--- src/rtl/systolic_skew_feeder_if.sv ---
// -----------------------------------------------------------------------------
// systolic_skew_feeder_if
//   Operand stream between an upstream producer and the systolic skew feeder.
//   One beat carries a whole reduction step: ROWS fmap values plus COLS weights.
//
//   s_valid   producer -> feeder   beat valid
//   s_ready   feeder   -> producer feeder accepts beat
//   s_fmap    producer -> feeder   fmap row r at [(r+1)*I_F_BW-1 -: I_F_BW]
//   s_weight  producer -> feeder   weight col c at [(c+1)*W_BW-1 -: W_BW]
//
//   master : producer side
//   slave  : feeder side
// -----------------------------------------------------------------------------
interface systolic_skew_feeder_if #(
   parameter int I_F_BW = 8,
   parameter int W_BW   = 8,
   parameter int ROWS   = 5,
   parameter int COLS   = 5
);
   logic                     s_valid;
   logic                     s_ready;
   logic [I_F_BW*ROWS-1:0]   s_fmap;
   logic [W_BW*COLS-1:0]     s_weight;

   modport master (output s_valid, output s_fmap, output s_weight, input s_ready);
   modport slave  (input s_valid, input s_fmap, input s_weight, output s_ready);
endinterface

--- src/rtl/systolic_skew_feeder.sv ---
// -----------------------------------------------------------------------------
// systolic_skew_feeder
//   Operand feeder and sequencer for a ROWS x COLS systolic MAC array.
//   Accepts one flat beat per reduction step, skews it diagonally onto the
//   array's west (fmap) and north (weight) edges, and generates the per-
//   diagonal MAC enables, per-row store pulses and per-PE clock-gate enables.
//   One job of k_len steps runs per start command; done pulses at job end.
//
//   Ports
//     clk, rst   clock (rising edge), synchronous active-high reset
//     start      start pulse, honoured only in IDLE with 1 <= k_len <= K_MAX
//     k_len      reduction length, latched on an honoured start
//     busy       high in FEED and DRAIN
//     done       one-cycle pulse when the last row has stored its result
//     s          operand stream (slave side of systolic_skew_feeder_if)
//     o_fmap     skewed west-edge fmap, row r at [(r+1)*I_F_BW-1 -: I_F_BW]
//     o_weight   skewed north-edge weights, col c at [(c+1)*W_BW-1 -: W_BW]
//     mul_en     per-diagonal MAC enable, bit d covers PEs with r+c == d
//     str_en     per-row result store pulse
//     pe_en      per-PE clock-gate enable, bit r*COLS+c
//
//   Build option
//     SKEW_HOLD_EN  defined: skew registers hold their value on invalid slots
//                   (less toggling). Undefined (default): invalid slots load 0.
// -----------------------------------------------------------------------------
module systolic_skew_feeder #(
   parameter int I_F_BW = 8,
   parameter int W_BW   = 8,
   parameter int ROWS   = 5,
   parameter int COLS   = 5,
   parameter int K_MAX  = 16
) (
   input  logic                          clk,
   input  logic                          rst,
   input  logic                          start,
   input  logic [$clog2(K_MAX+1)-1:0]    k_len,
   output logic                          busy,
   output logic                          done,
   systolic_skew_feeder_if.slave         s,
   output logic [I_F_BW*ROWS-1:0]        o_fmap,
   output logic [W_BW*COLS-1:0]          o_weight,
   output logic [ROWS+COLS-2:0]          mul_en,
   output logic [ROWS-1:0]               str_en,
   output logic [ROWS*COLS-1:0]          pe_en
);
   localparam int KW = $clog2(K_MAX+1);
   localparam int ND = ROWS + COLS - 1;   // number of diagonals

   typedef enum logic [1:0] {IDLE, FEED, DRAIN} state_t;

   state_t          state, state_nxt;
   logic [KW-1:0]   k_len_q;
   logic [KW-1:0]   k_cnt;
   logic            start_ok;
   logic            accept;
   logic            last;
   logic [ND-1:0]   vsr;                  // slot-valid per diagonal
   logic [ND:0]     lsr;                  // last-beat tag, one stage longer than vsr

   assign accept = s.s_valid & s.s_ready;
   assign last   = accept && (k_cnt + 1'b1 == k_len_q);

   // ---------------------------------------------------------------- FSM
   // NOTE: sequential state uses non-blocking (<=) so every register samples
   // the pre-edge values of the others; blocking here would create ordering
   // dependent shift chains.
   always_ff @(posedge clk) begin
      if (rst) state <= IDLE;
      else     state <= state_nxt;
   end

   // NOTE: every output of this block is defaulted first, so no path through
   // the case leaves a signal unassigned and no latch is inferred.
   always_comb begin
      state_nxt = state;
      start_ok  = 1'b0;
      s.s_ready = 1'b0;
      busy      = 1'b0;
      unique case (state)
         IDLE: begin
            start_ok = start && (k_len != '0) && (k_len <= KW'(K_MAX));
            if (start_ok) state_nxt = FEED;
         end
         FEED: begin
            s.s_ready = 1'b1;
            busy      = 1'b1;
            if (last) state_nxt = DRAIN;
         end
         DRAIN: begin
            busy = 1'b1;
            if (done) state_nxt = IDLE;
         end
         default: state_nxt = IDLE;
      endcase
   end

   // ------------------------------------------------- job length / counter
   always_ff @(posedge clk) begin
      if (rst) begin
         k_len_q <= '0;
         k_cnt   <= '0;
      end else if (start_ok) begin
         k_len_q <= k_len;
         k_cnt   <= '0;
      end else if (accept) begin
         k_cnt   <= k_cnt + 1'b1;
      end
   end

   // -------------------------------------------- valid / last shift lines
   always_ff @(posedge clk) begin
      if (rst) begin
         vsr <= '0;
         lsr <= '0;
      end else begin
         vsr <= {vsr[ND-2:0], accept};
         lsr <= {lsr[ND-1:0], last};
      end
   end

   assign mul_en = vsr;

   // lsr[r+COLS] is lsr stage r+COLS-1 delayed once: the cycle after row r's
   // final MAC on its east-most PE.
   for (genvar r = 0; r < ROWS; r++) begin : g_str
      assign str_en[r] = lsr[r+COLS];
   end

   assign done = str_en[ROWS-1];

   for (genvar r = 0; r < ROWS; r++) begin : g_pe_r
      for (genvar c = 0; c < COLS; c++) begin : g_pe_c
         assign pe_en[r*COLS+c] = vsr[r+c] | str_en[r];
      end
   end

   // ------------------------------------------------------- skew lines
   // Stage 0 is the input register shared by all lanes; row r (col c) adds r
   // (c) further stages. Stage j of a lane is aligned with vsr[j], so the
   // slot entering stage j is valid when vsr[j-1] is set.
   for (genvar r = 0; r < ROWS; r++) begin : g_frow
      logic [I_F_BW-1:0] stg [0:r];

      // NOTE: the skew stages are reset explicitly so a job starts from a
      // known all-zero edge; they are few registers, not a RAM.
      always_ff @(posedge clk) begin
         if (rst) begin
            for (int j = 0; j <= r; j++) stg[j] <= '0;
         end else begin
`ifdef SKEW_HOLD_EN
            if (accept) stg[0] <= s.s_fmap[(r+1)*I_F_BW-1 -: I_F_BW];
            for (int j = 1; j <= r; j++)
               if (vsr[j-1]) stg[j] <= stg[j-1];
`else
            stg[0] <= accept ? s.s_fmap[(r+1)*I_F_BW-1 -: I_F_BW] : '0;
            for (int j = 1; j <= r; j++) stg[j] <= stg[j-1];
`endif
         end
      end

      assign o_fmap[(r+1)*I_F_BW-1 -: I_F_BW] = stg[r];
   end

   for (genvar c = 0; c < COLS; c++) begin : g_wcol
      logic [W_BW-1:0] stg [0:c];

      always_ff @(posedge clk) begin
         if (rst) begin
            for (int j = 0; j <= c; j++) stg[j] <= '0;
         end else begin
`ifdef SKEW_HOLD_EN
            if (accept) stg[0] <= s.s_weight[(c+1)*W_BW-1 -: W_BW];
            for (int j = 1; j <= c; j++)
               if (vsr[j-1]) stg[j] <= stg[j-1];
`else
            stg[0] <= accept ? s.s_weight[(c+1)*W_BW-1 -: W_BW] : '0;
            for (int j = 1; j <= c; j++) stg[j] <= stg[j-1];
`endif
         end
      end

      assign o_weight[(c+1)*W_BW-1 -: W_BW] = stg[c];
   end

endmodule

--- src/flat_wrapper.sv ---
// flat-port wrapper written by rule: the top's interface ports become plain ports
module systolic_skew_feeder_flat 
#(
   parameter int I_F_BW = 8,
   parameter int W_BW   = 8,
   parameter int ROWS   = 5,
   parameter int COLS   = 5,
   parameter int K_MAX  = 16
)
  (clk, rst, start, k_len, busy, done, o_fmap, o_weight, mul_en, str_en, pe_en, s_s_valid, s_s_fmap, s_s_weight, s_s_ready);
  systolic_skew_feeder_if #(.I_F_BW(I_F_BW), .W_BW(W_BW), .ROWS(ROWS), .COLS(COLS)) s_i ();
  input  logic clk;
  input  logic rst;
  input  logic start;
  input  logic [$clog2(K_MAX+1)-1:0] k_len;
  output logic busy;
  output logic done;
  output logic [I_F_BW*ROWS-1:0] o_fmap;
  output logic [W_BW*COLS-1:0] o_weight;
  output logic [ROWS+COLS-2:0] mul_en;
  output logic [ROWS-1:0] str_en;
  output logic [ROWS*COLS-1:0] pe_en;
  input wire logic [$bits(s_i.s_valid)-1:0] s_s_valid;
  input wire logic [$bits(s_i.s_fmap)-1:0] s_s_fmap;
  input wire logic [$bits(s_i.s_weight)-1:0] s_s_weight;
  output wire logic [$bits(s_i.s_ready)-1:0] s_s_ready;
  assign s_i.s_valid = s_s_valid;
  assign s_i.s_fmap = s_s_fmap;
  assign s_i.s_weight = s_s_weight;
  assign s_s_ready = s_i.s_ready;
  systolic_skew_feeder #(.I_F_BW(I_F_BW), .W_BW(W_BW), .ROWS(ROWS), .COLS(COLS), .K_MAX(K_MAX)) u_core (.clk(clk), .rst(rst), .start(start), .k_len(k_len), .busy(busy), .done(done), .s(s_i), .o_fmap(o_fmap), .o_weight(o_weight), .mul_en(mul_en), .str_en(str_en), .pe_en(pe_en));
endmodule
--- config.mk ---
export PLATFORM = sky130hd
export DESIGN_NAME = systolic_skew_feeder_flat
export DESIGN_NICKNAME = d
export VERILOG_FILES = /design/src/rtl/systolic_skew_feeder_if.sv /design/src/rtl/systolic_skew_feeder.sv /design/src/flat_wrapper.sv
export SDC_FILE = /design/constraint.sdc
export NUM_CORES = 1
export LEC_CHECK = 0
export BUFFER_PORTS_ARGS = -buffer_cell sky130_fd_sc_hd__buf_2
export CAP_MARGIN = 10
export CORE_ASPECT_RATIO = 1.4
export CORE_MARGIN = 5
export CORE_UTILIZATION = 29
export CTS_CLUSTER_DIAMETER = 120
export DETAILED_ROUTE_END_ITERATION = 8
export PLACE_DENSITY = 0.46
export SYNTH_ARGS = -nofsm -noshare
export SYNTH_HDL_FRONTEND = slang
export SYNTH_SLANG_ARGS = --single-unit
export TNS_END_PERCENT = 100
--- constraint.sdc ---
create_clock -name clk -period 1.8 [get_ports clk]
set_clock_uncertainty 0.05 [all_clocks]
set_input_delay 0.36 -clock clk [delete_from_list [all_inputs] [get_ports clk]]
set_output_delay 0.36 -clock clk [all_outputs]
set_load 0.005 [all_outputs]
==> metrics.md, run 1 <==
| Metric | Value |
|---|---|
| Remaining DRCs | 0 |
| Critical path cell sequence | or2_2 -> buf_2 |
| Max IR drop VDD | 0.657 mV |
| DP HPWL | 10,200 µm |
| CTS tree | done |
| Die W | 152 µm |
| Synth top cells by count | dfxtp_1 (271), nor2b_1 (178), and2_1 (80) |
| Slowest cell on the critical path | dfxtp_2 |
| Leak Pwr | 5.06 nW |
| Vias per cell | 3.71 |
| Count leader, synth | dfxtp_1 |
| Fin nets | 1,038 |
| Total CTS buffers | 28 |
| Slowest cell delay on critical path | 0.35 ns |
| Slew of the pin with the lowest slew margin | 0.325 ns |
| Setup TNS | 0 ns |
| GPL Wtd Cong | 0.710 |
| Asr flop ratio synth | 0 |
| # rows | 72 |
| Mean Syn Cell Area | 11.7 µm² |
| Area grow syn2layout | 36.3% |
| Critical path class | register to primary output |
| Worst Hold Depth | 3 |
| Layout fillers | 2,694 |
| GRT overflow | 0 |
| Synth area leader | dfxtp_1 |
| Cell area after layout | 11,100 µm² |
| Gr usage total | 0.0980 |
| CP Max Fanout | 7 |
| Die area | 31,600 µm² |
| Syn Nets | 790 |
| Post-DRT Antenna Nets | 0 |
| PortBufs | 210 |
| Adder-cell share of the synthesized area | 0.00613 |
| Initial antenna violation count | 0 |
| Ys Warns | 0 |
| DRT Wirelength | 15,800 µm |
| IO Pins | 211 |
| RSZ-0062 raised after global routing | false |
| Slew headroom | 0.781 |
| PD cells | 1150 nW/µm² |
| Max Buffers Root-to-Sink | 3 |
| Post-synthesis compound-gate area fraction | 0.00491 |
| Hold Path Class | primary input to register |
| Pre-CTS setup slack | -0.0428 ns |
| Worst Setup End Kind | primary output |
| Slew Limit Fails | 0 |
| Die Ht | 208 µm |
| Worst EP required | 1.39 ns |
| Synth Area in XOR/XNOR | 0.0140 |
| Period utilization | 0.959 |
| Register Area | 5430 µm² |
| Final setup margin | 0.0739 ns |
| Layout cells sized above 1 | 0.320 |
| Top FF cell, synth | dfxtp_1 |
| Crit path DAT | 1.32 ns |
| Synth top area share | 0.665 |
| TritonRoute pass-1 iters | 4 |
| Status | finished clean |
| Pin count of the biggest net entering global routing | 67 |
| Multi-input gate area | 2230 µm² |
| Hold Violations, Final | 0 |
| Vias | 4,946 |
| Fin crit period | 1.73 ns |
| Simple-Gate Fraction of Synth Area | 0.236 |
| Mapped Cells | 697 |
| Worst setup SP type | register |
| Final setup violation count | 0 |
| First-pass GRT wire length | 24,900 µm |
| Area contributors post-synth | dfxtp_1 (66%), nor2b_1 (14%), and2_1 (6.1%), buf_4 (4.9%), or2_2 (1.9%) |
| Post-synth EDFFs | 0 |
| Largest family of logic cells by synthesized area | simple AND/OR/NAND/NOR gates |
| Clock Sinks | 271 |
| FMAX | 579 MHz |
| Routed len/inst | 11.9 µm |
| # Max-Cap Violations | 0 |
| Worst skew pair latency | 0.53 ns |
| Placed Area | 9290 µm² |
| Mux cell area share after synthesis | 0.00859 |
| Seq cells post-synth | 271 |
| R2r worst-path depth | 6 |
| Register area share after synthesis | 0.665 |
| CTS H-tree depth | 1 |
| Vias in the first global route | 4,923 |
| CTS clk-pin slew, worst paths | 0.06 ns |
| Mapped Area | 8160 µm² |
| Root buf cell | clkbuf_16 |
| DRT iter0 DRCs | 151 |
| Cell variety after synth | 28 |
| CORE AREA | 27,700 µm² |
| Starting density of the core | 0.294 |
| Final cell utilization of the core | 0.401 |
==> layer usage <==
| layer | part of all wire | GRT usage | up-vias |
|---|---|---|---|
| met3 | 0.096 | 0.0327 | 32 |
| met4 | 0.030 | 0.0425 | 0 |
| met1 | 0.40 | 0.109 | 2174 |
| met2 | 0.47 | 0.169 | 173 |
| met5 | 0 | 0 | - |
| li1 | - | - | 2567 |
==> through the flow <==
stage | std cells | power (mW) | hold WS (ns)
finish | 1334 | 12.8 | 0.0610
global route | 1333 | 13.3 | 0.0498
CTS | 1333 | 13.0 | 0.0285
detailed placement | 1204 | 6.69 | 0.370
global placement | 1204 | 6.68 | 0.365
floorplan | 697 | 6.48 | 0.364
==> cell type report <==
cell class / instances / share of cell area
Timing Repair Buffer: 301 / 0.179
Clock buffer: 39 / 0.0722
Sequential cell: 271 / 0.488
Multi-Input combinational cell: 338 / 0.201
Inverter: 5 / 0.00169
Tap cell: 370 / 0.0416
Clock inverter: 9 / 0.0161
Antenna cell: 1 / 0.000225
==> timing repair <==
action,CTS,global route
gates resized for setup,4,9
endpoints found under the setup margin,8,6
hold endpoints to repair,80,0
buffers inserted,1,0
hold buffers,80,0
pin swaps,0,1
==> cell families (layout without fill, tap and decap cells) <==
logic type / Yosys count / in the layout
adder cells (fa/ha/maj): 4 / 4
AO/OA/AOI/OAI: 6 / 6
buffers and inverters: 88 / 354
multiplexers: 7 / 7
XOR/XNOR: 13 / 13
other: 0 / 1
flip-flops: 271 / 271
AND/OR/NAND/NOR: 308 / 308
==> worst max-delay path: cells and delay by family (launching register included) <==
family                 cells  cell delay [ns]
flip-flops                 1             0.35
AND/OR/NAND/NOR            1             0.31
buffers and inverters      1             0.13
==> final timing paths <==
kind / to / slack [ns] / startpoint
worst max-delay path: pe_en[0] / 0.07 / u_core.lsr[5]$_SDFF_PP0_
worst min-delay path: u_core.k_len_q[3]$_SDFFE_PP0P_ / 0.06 / k_len[3]
worst max register to register: u_core.state[0]$_SDFFE_PP0P_ / 0.12 / u_core.k_cnt[0]$_SDFFE_PP0P_
worst min register to register: u_core.g_frow[3].stg[1][2]$_SDFF_PP0_ / 0.38 / u_core.g_frow[3].stg[0][2]$_SDFF_PP0_
==> power breakdown <==
| group | leakage, nW | total [mW] | switching, mW | internal [mW] |
|---|---|---|---|---|
| clock | 0.472 | 6.08 | 2.27 | 3.81 |
| sequential | 2.19 | 6.12 | 0.0282 | 6.09 |
| combinational | 2.40 | 0.573 | 0.241 | 0.331 |
==> cells in the final DEF (no fill, tap or decap), drive strengths merged, types with 2 or more instances in the layout <==
cell / count
nor3: 6
nor2: 9
clkbuf: 39
clkinv: 2
nor2b: 178
clkinvlp: 2
a21oi: 2
inv: 5
ha: 4
and2: 80
or2: 25
dfxtp: 271
buf: 221
nand2: 2
mux2i: 7
dlygate4sd3: 80
nand3: 3
bufinv: 5
xnor2: 9
xor2: 4
==> sequential cells by signal, indices dropped and copies added, names as in the netlist <==
signal,cells
u_core.k_len_q,5
u_core.mul_en,9
u_core.g_frow.stg,120
u_core.g_wcol.stg,120
u_core.lsr,10
u_core.state,2
u_core.k_cnt,5
No activity file was read; power rests on OpenSTA's default activity.
==> run 2: changes to the inputs <==
- CELL_PAD_IN_SITES_DETAIL_PLACEMENT: default -> 1
- CELL_PAD_IN_SITES_GLOBAL_PLACEMENT: default -> 2
- PLACE_DENSITY: 0.46 -> 0.67
==> metrics.md, run 2 (synthesized netlist as in run 1, its figures left out) <==
| Metric | Value |
|---|---|
| Status | finished clean |
| Final setup violation count | 0 |
| Critical path cell sequence | inv_2 -> ha_2 -> buf_4 -> buf_2 |
| PortBufs | 210 |
| FMAX | 568 MHz |
| Slowest cell on the critical path | dfxtp_2 |
| Final Total Pwr | 12.1 mW |
| Slew Limit Fails | 0 |
| R2R setup slack | 0.10 ns |
| Hold Violations, Final | 0 |
| CTS clk-pin slew, worst paths | 0.06 ns |
| Final cell utilization of the core | 0.396 |
| Slew headroom | 0.768 |
| Layout cells sized above 1 | 0.318 |
| Top delay family on crit path | flip-flops |
| Remaining DRCs | 0 |
| Vias in the first global route | 5,213 |
| CTS H-tree depth | 1 |
| RSZ-0062 raised after global routing | true |
| WHS Endpoint | u_core.k_len_q[2]$_SDFFE_PP0P_ |
| Most frequent cells in the layout | dfxtp_1 (264), buf_2 (209), nor2b_1 (178), and2_1 (80), dlygate4sd3_1 (80) |
| Gr usage total | 0.104 |
| PD cells | 1100 nW/µm² |
| Vias | 5,080 |
| Routed len/inst | 12.6 µm |
| DRT iter0 DRCs | 84 |
| Global route hottest layer | met2 |
| Worst r2r dst | u_core.state[0]$_SDFFE_PP0P_ |
| Leak Pwr | 5.02 nW |
| CP Max Fanout | 3 |
| # Max-Cap Violations | 0 |
| Crit path DAT | 1.35 ns |
| Min-delay src | k_len[2] |
| Max IR drop VDD | 0.657 mV |
| Max Buffers Root-to-Sink | 3 |
| Fin nets | 1,038 |
| Die Ht | 208 µm |
| Worst EP required | 1.39 ns |
| # rows | 72 |
| Slowest cell delay on critical path | 0.34 ns |
| Layout fillers | 3,095 |
| Largest registers | u_core.g_frow.stg (120), u_core.g_wcol.stg (120), u_core.lsr (10) |
| GPL Wtd Cong | 0.696 |
| Met1 usage | 0.109 |
| M3 GR Usage | 0.0409 |
| First-pass GRT wire length | 26,500 µm |
| Most common cell after layout, fill and taps aside | dfxtp_1 |
| Clock Sinks | 271 |
| FF-to-FF Start | u_core.k_cnt[0]$_SDFFE_PP0P_ |
| R2r worst-path depth | 6 |
| Root buf cell | clkbuf_16 |
| CORE AREA | 27,700 µm² |
| Area grow syn2layout | 34.8% |
| Total CTS buffers | 27 |
| GRT overflow | 0 |
| Critical path class | register to primary output |
| Hold Path Class | primary input to register |
| Period utilization | 0.978 |
| GR Util met2 | 0.184 |
| DP HPWL | 11,300 µm |
| TritonRoute pass-1 iters | 2 |
| Vias per cell | 3.81 |
| Worst Setup End Kind | primary output |
| Pin count of the biggest net entering global routing | 74 |
| CTS tree | done |
| Post-DRT Antenna Nets | 0 |
| Initial antenna violation count | 1 |
| Worst Hold Depth | 3 |
| Starting density of the core | 0.294 |
| Die W | 152 µm |
| WP buf/inv | 3 |
| Worst setup SP type | register |
| IO Pins | 211 |
| Slew of the pin with the lowest slew margin | 0.347 ns |
| Worst skew pair latency | 0.52 ns |
| Die area | 31,600 µm² |
| DRT Wirelength | 16,800 µm |
| Fin crit period | 1.76 ns |
==> run 2: cell count changes in the layout (fill, tap and decap cells not counted), sizes merged <==
cell	before	now
buf	221	222
clkinv	2	5
bufinv	5	1
clkinvlp	2	0
clkbuf	39	41
==> run 2: power breakdown <==
part	internal, mW	switching (mW)	total [mW]
combinational	0.332	0.243	0.575
clock	3.21	2.18	5.39
sequential	6.09	0.0298	6.12
total	9.64	2.45	12.1
==> run 2: worst min-delay path: stages <==
cell and delay (ns):
buf_2 0.10, mux2i_1 0.06, nor2_1 0.07
==> run 2: what timing repair did <==
action                                  in CTS  in global routing
endpoints found under the setup margin       7                 11
hold buffers                                80                  0
resized for setup                            5                  6
hold endpoints to repair                    80                  0
pin swaps                                    0                  0
setup buffers                                1                  1
==> run 2: how the worst max path moves through the flow <==
stage,from,endpoint,depth (start not counted)
floorplan,k_len[3],u_core.k_len_q[0]$_SDFFE_PP0P_,6
global placement,k_len[3],u_core.k_len_q[3]$_SDFFE_PP0P_,6
detailed placement,k_len[3],u_core.k_len_q[3]$_SDFFE_PP0P_,6
CTS,u_core.state[0]$_SDFFE_PP0P_,busy,3
global route,u_core.state[1]$_SDFFE_PP0P_,s_s_ready,4
finish,u_core.state[1]$_SDFFE_PP0P_,s_s_ready,4
==> run 2: final cells by class <==
type                    instances  area (µm²)  area share
repair buffers                302        2000       0.182
multi-input cells             338        2220       0.202
diodes                          1        2.50    0.000228
inverters                       5        18.8     0.00171
clock inverters                 6        55.1     0.00501
clock buffers                  41         808      0.0735
well taps                     370         463      0.0421
flip-flops and latches        271        5430       0.494
==> run 2: metal layers <==
| metal | part of all wire | routed length, µm |
|---|---|---|
| met1 | 0.37 | 6230 |
| met3 | 0.10 | 1730 |
| met2 | 0.50 | 8350 |
| met5 | 0 | 0 |
| met4 | 0.030 | 500 |
==> run 2: metrics by stage <==
stage                     TNS (ns)  worst slack (ns)  cell area (µm²)  instances  hold WS, ns
after global routing       -0.0168           -0.0168            11000       1333       0.0716
after CTS                  -0.0175           -0.0146            11000       1332       0.0266
after detailed placement    -0.537           -0.0714             9290       1204        0.374
after floorplan                  0             0.219             8160        697        0.364
final                            0            0.0394            11000       1334       0.0527
after global placement     -0.0154          -0.00562             9290       1204        0.366
==> run 3: changes to the inputs <==
- RECOVER_POWER: default -> 100
- clock period: 1.8 -> 2.06 ns (I/O delays scaled with it)
==> metrics.md, run 3 (synthesized netlist as in run 1, its figures left out) <==
| Metric | Value |
|---|---|
| Post_cts resized | 0 |
| Total CTS buffers | 27 |
| Period utilization | 0.892 |
| Placed Area | 9260 µm² |
| Worst skew pair latency | 0.52 ns |
| Logic pwr share | 0.032 |
| Crit path DAT | 1.37 ns |
| Non-Filler Instances | 1,250 |
| Slew of the pin with the lowest slew margin | 0.867 ns |
| Most frequent cells in the layout | dfxtp_1 (271), nor2b_1 (178), buf_2 (120), clkbuf_1 (95), and2_1 (59) |
| Hold_ws | 0.0401 ns |
| Leak Pwr | 4.21 nW |
| Largest registers | u_core.g_frow.stg (120), u_core.g_wcol.stg (120), u_core.lsr (10) |
| Hold Path Class | primary input to register |
| P_sw | 2.17 mW |
| Post-DRT Antenna Nets | 0 |
| Vias per cell | 3.80 |
| Fin nets | 953 |
| Routed len/inst | 12.8 µm |
| CTS tree | done |
| Die Ht | 208 µm |
| Layout cells sized above 1 | 0.222 |
| Remaining DRCs | 0 |
| IO Pins | 211 |
| First-pass GRT wire length | 24,800 µm |
| Worst Setup End Kind | primary output |
| Initial antenna violation count | 2 |
| Starting density of the core | 0.294 |
| Gr usage total | 0.0982 |
| CP Max Fanout | 3 |
| GPL Wtd Cong | 0.671 |
| GRT overflow | 0 |
| Seq pwr share | 0.515 |
| CTS clk-pin slew, worst paths | 0.07 ns |
| CTS H-tree depth | 1 |
| # rows | 72 |
| Die area | 31,600 µm² |
| Max IR drop VDD | 0.580 mV |
| Vias | 4,745 |
| Max Buffers Root-to-Sink | 3 |
| PortBufs | 210 |
| RSZ-0062 raised after global routing | false |
| CORE AREA | 27,700 µm² |
| Placed cell count | 1,201 |
| DP HPWL | 10,900 µm |
| Int Pwr | 8.22 mW |
| Vias in the first global route | 4,715 |
| Slew Limit Fails | 0 |
| Sw Share | 0.209 |
| Die W | 152 µm |
| # Max-Cap Violations | 0 |
| Setup TNS | 0 ns |
| Final cell utilization of the core | 0.358 |
| Root buf cell | clkbuf_16 |
| Clk network pwr share | 0.453 |
| Fin crit period | 1.84 ns |
| Setup Buffers After CTS | 0 |
| FMAX | 544 MHz |
| Status | finished clean |
| Final setup violation count | 0 |
| Slew headroom | 0.422 |
| Hold bufs inserted after CTS | 0 |
| DRT Wirelength | 16,000 µm |
| Pin count of the biggest net entering global routing | 82 |
| Most common cell after layout, fill and taps aside | dfxtp_1 |
| Worst setup SP type | register |
| Clock Sinks | 271 |
| Cell area after layout | 9930 µm² |
| TritonRoute pass-1 iters | 4 |
| DRT iter0 DRCs | 111 |
| Worst EP required | 1.60 ns |
| Hold Violations, Final | 0 |
| Critical path class | register to primary output |
| PD cells | 1050 nW/µm² |
| Area grow syn2layout | 21.7% |
[run 3: layout make-up]
cell class,count,area (µm²)
clock inverters,14,134
fillers,3175,17800
well taps,370,463
flip-flops and latches,271,5430
inverters,5,18.8
multi-input cells,338,2180
clock buffers,34,722
repair buffers,217,991
diodes,1,2.50
[run 3: worst paths after layout]
path / from / endpoint / slack [ns] / depth (start not counted)
setup / recovery: u_core.state[0]$_SDFFE_PP0P_ / busy / 0.22 / 3
hold / removal: s_s_fmap[9] / u_core.g_frow[1].stg[0][1]$_SDFF_PP0_ / 0.04 / 2
setup reg to reg: u_core.state[1]$_SDFFE_PP0P_ / u_core.g_frow[1].stg[0][3]$_SDFF_PP0_ / 0.26 / 7
hold reg to reg: u_core.g_wcol[2].stg[0][5]$_SDFF_PP0_ / u_core.g_wcol[2].stg[0][13]$_SDFF_PP0_ / 0.38 / 1
[run 3: layer usage]
metal  vias up  part of all wire  global-route usage
met5         -           0.00075                   0
met2       170              0.47               0.168
li1       2396                 -                   -
met3        28              0.12              0.0466
met4         2             0.020              0.0338
met1      2149              0.39               0.106
[run 3: critical path, stage by stage, from the launching register on]
cell	delay (ns)
dfxtp_1	0.36
inv_1	0.08
ha_1	0.27
clkbuf_1	0.14
[run 3: metrics by stage]
| step | worst slack (ns) | power [mW] |
|---|---|---|
| final | 0.223 | 10.4 |
| after global routing | 0.100 | 10.9 |
| after CTS | 0.170 | 10.6 |
| after detailed placement | 0.136 | 5.83 |
| after global placement | 0.165 | 5.83 |
| after floorplan | 0.427 | 5.66 |
[run 3: power groups by stage]
stage	Clock, mW	Sequential, mW	Combinational, mW
after floorplan	0	5.46	0.203
after detailed placement	0	5.47	0.369
after global routing	5.13	5.35	0.383
after CTS	4.92	5.35	0.371
after global placement	0	5.46	0.365
final	4.71	5.35	0.334
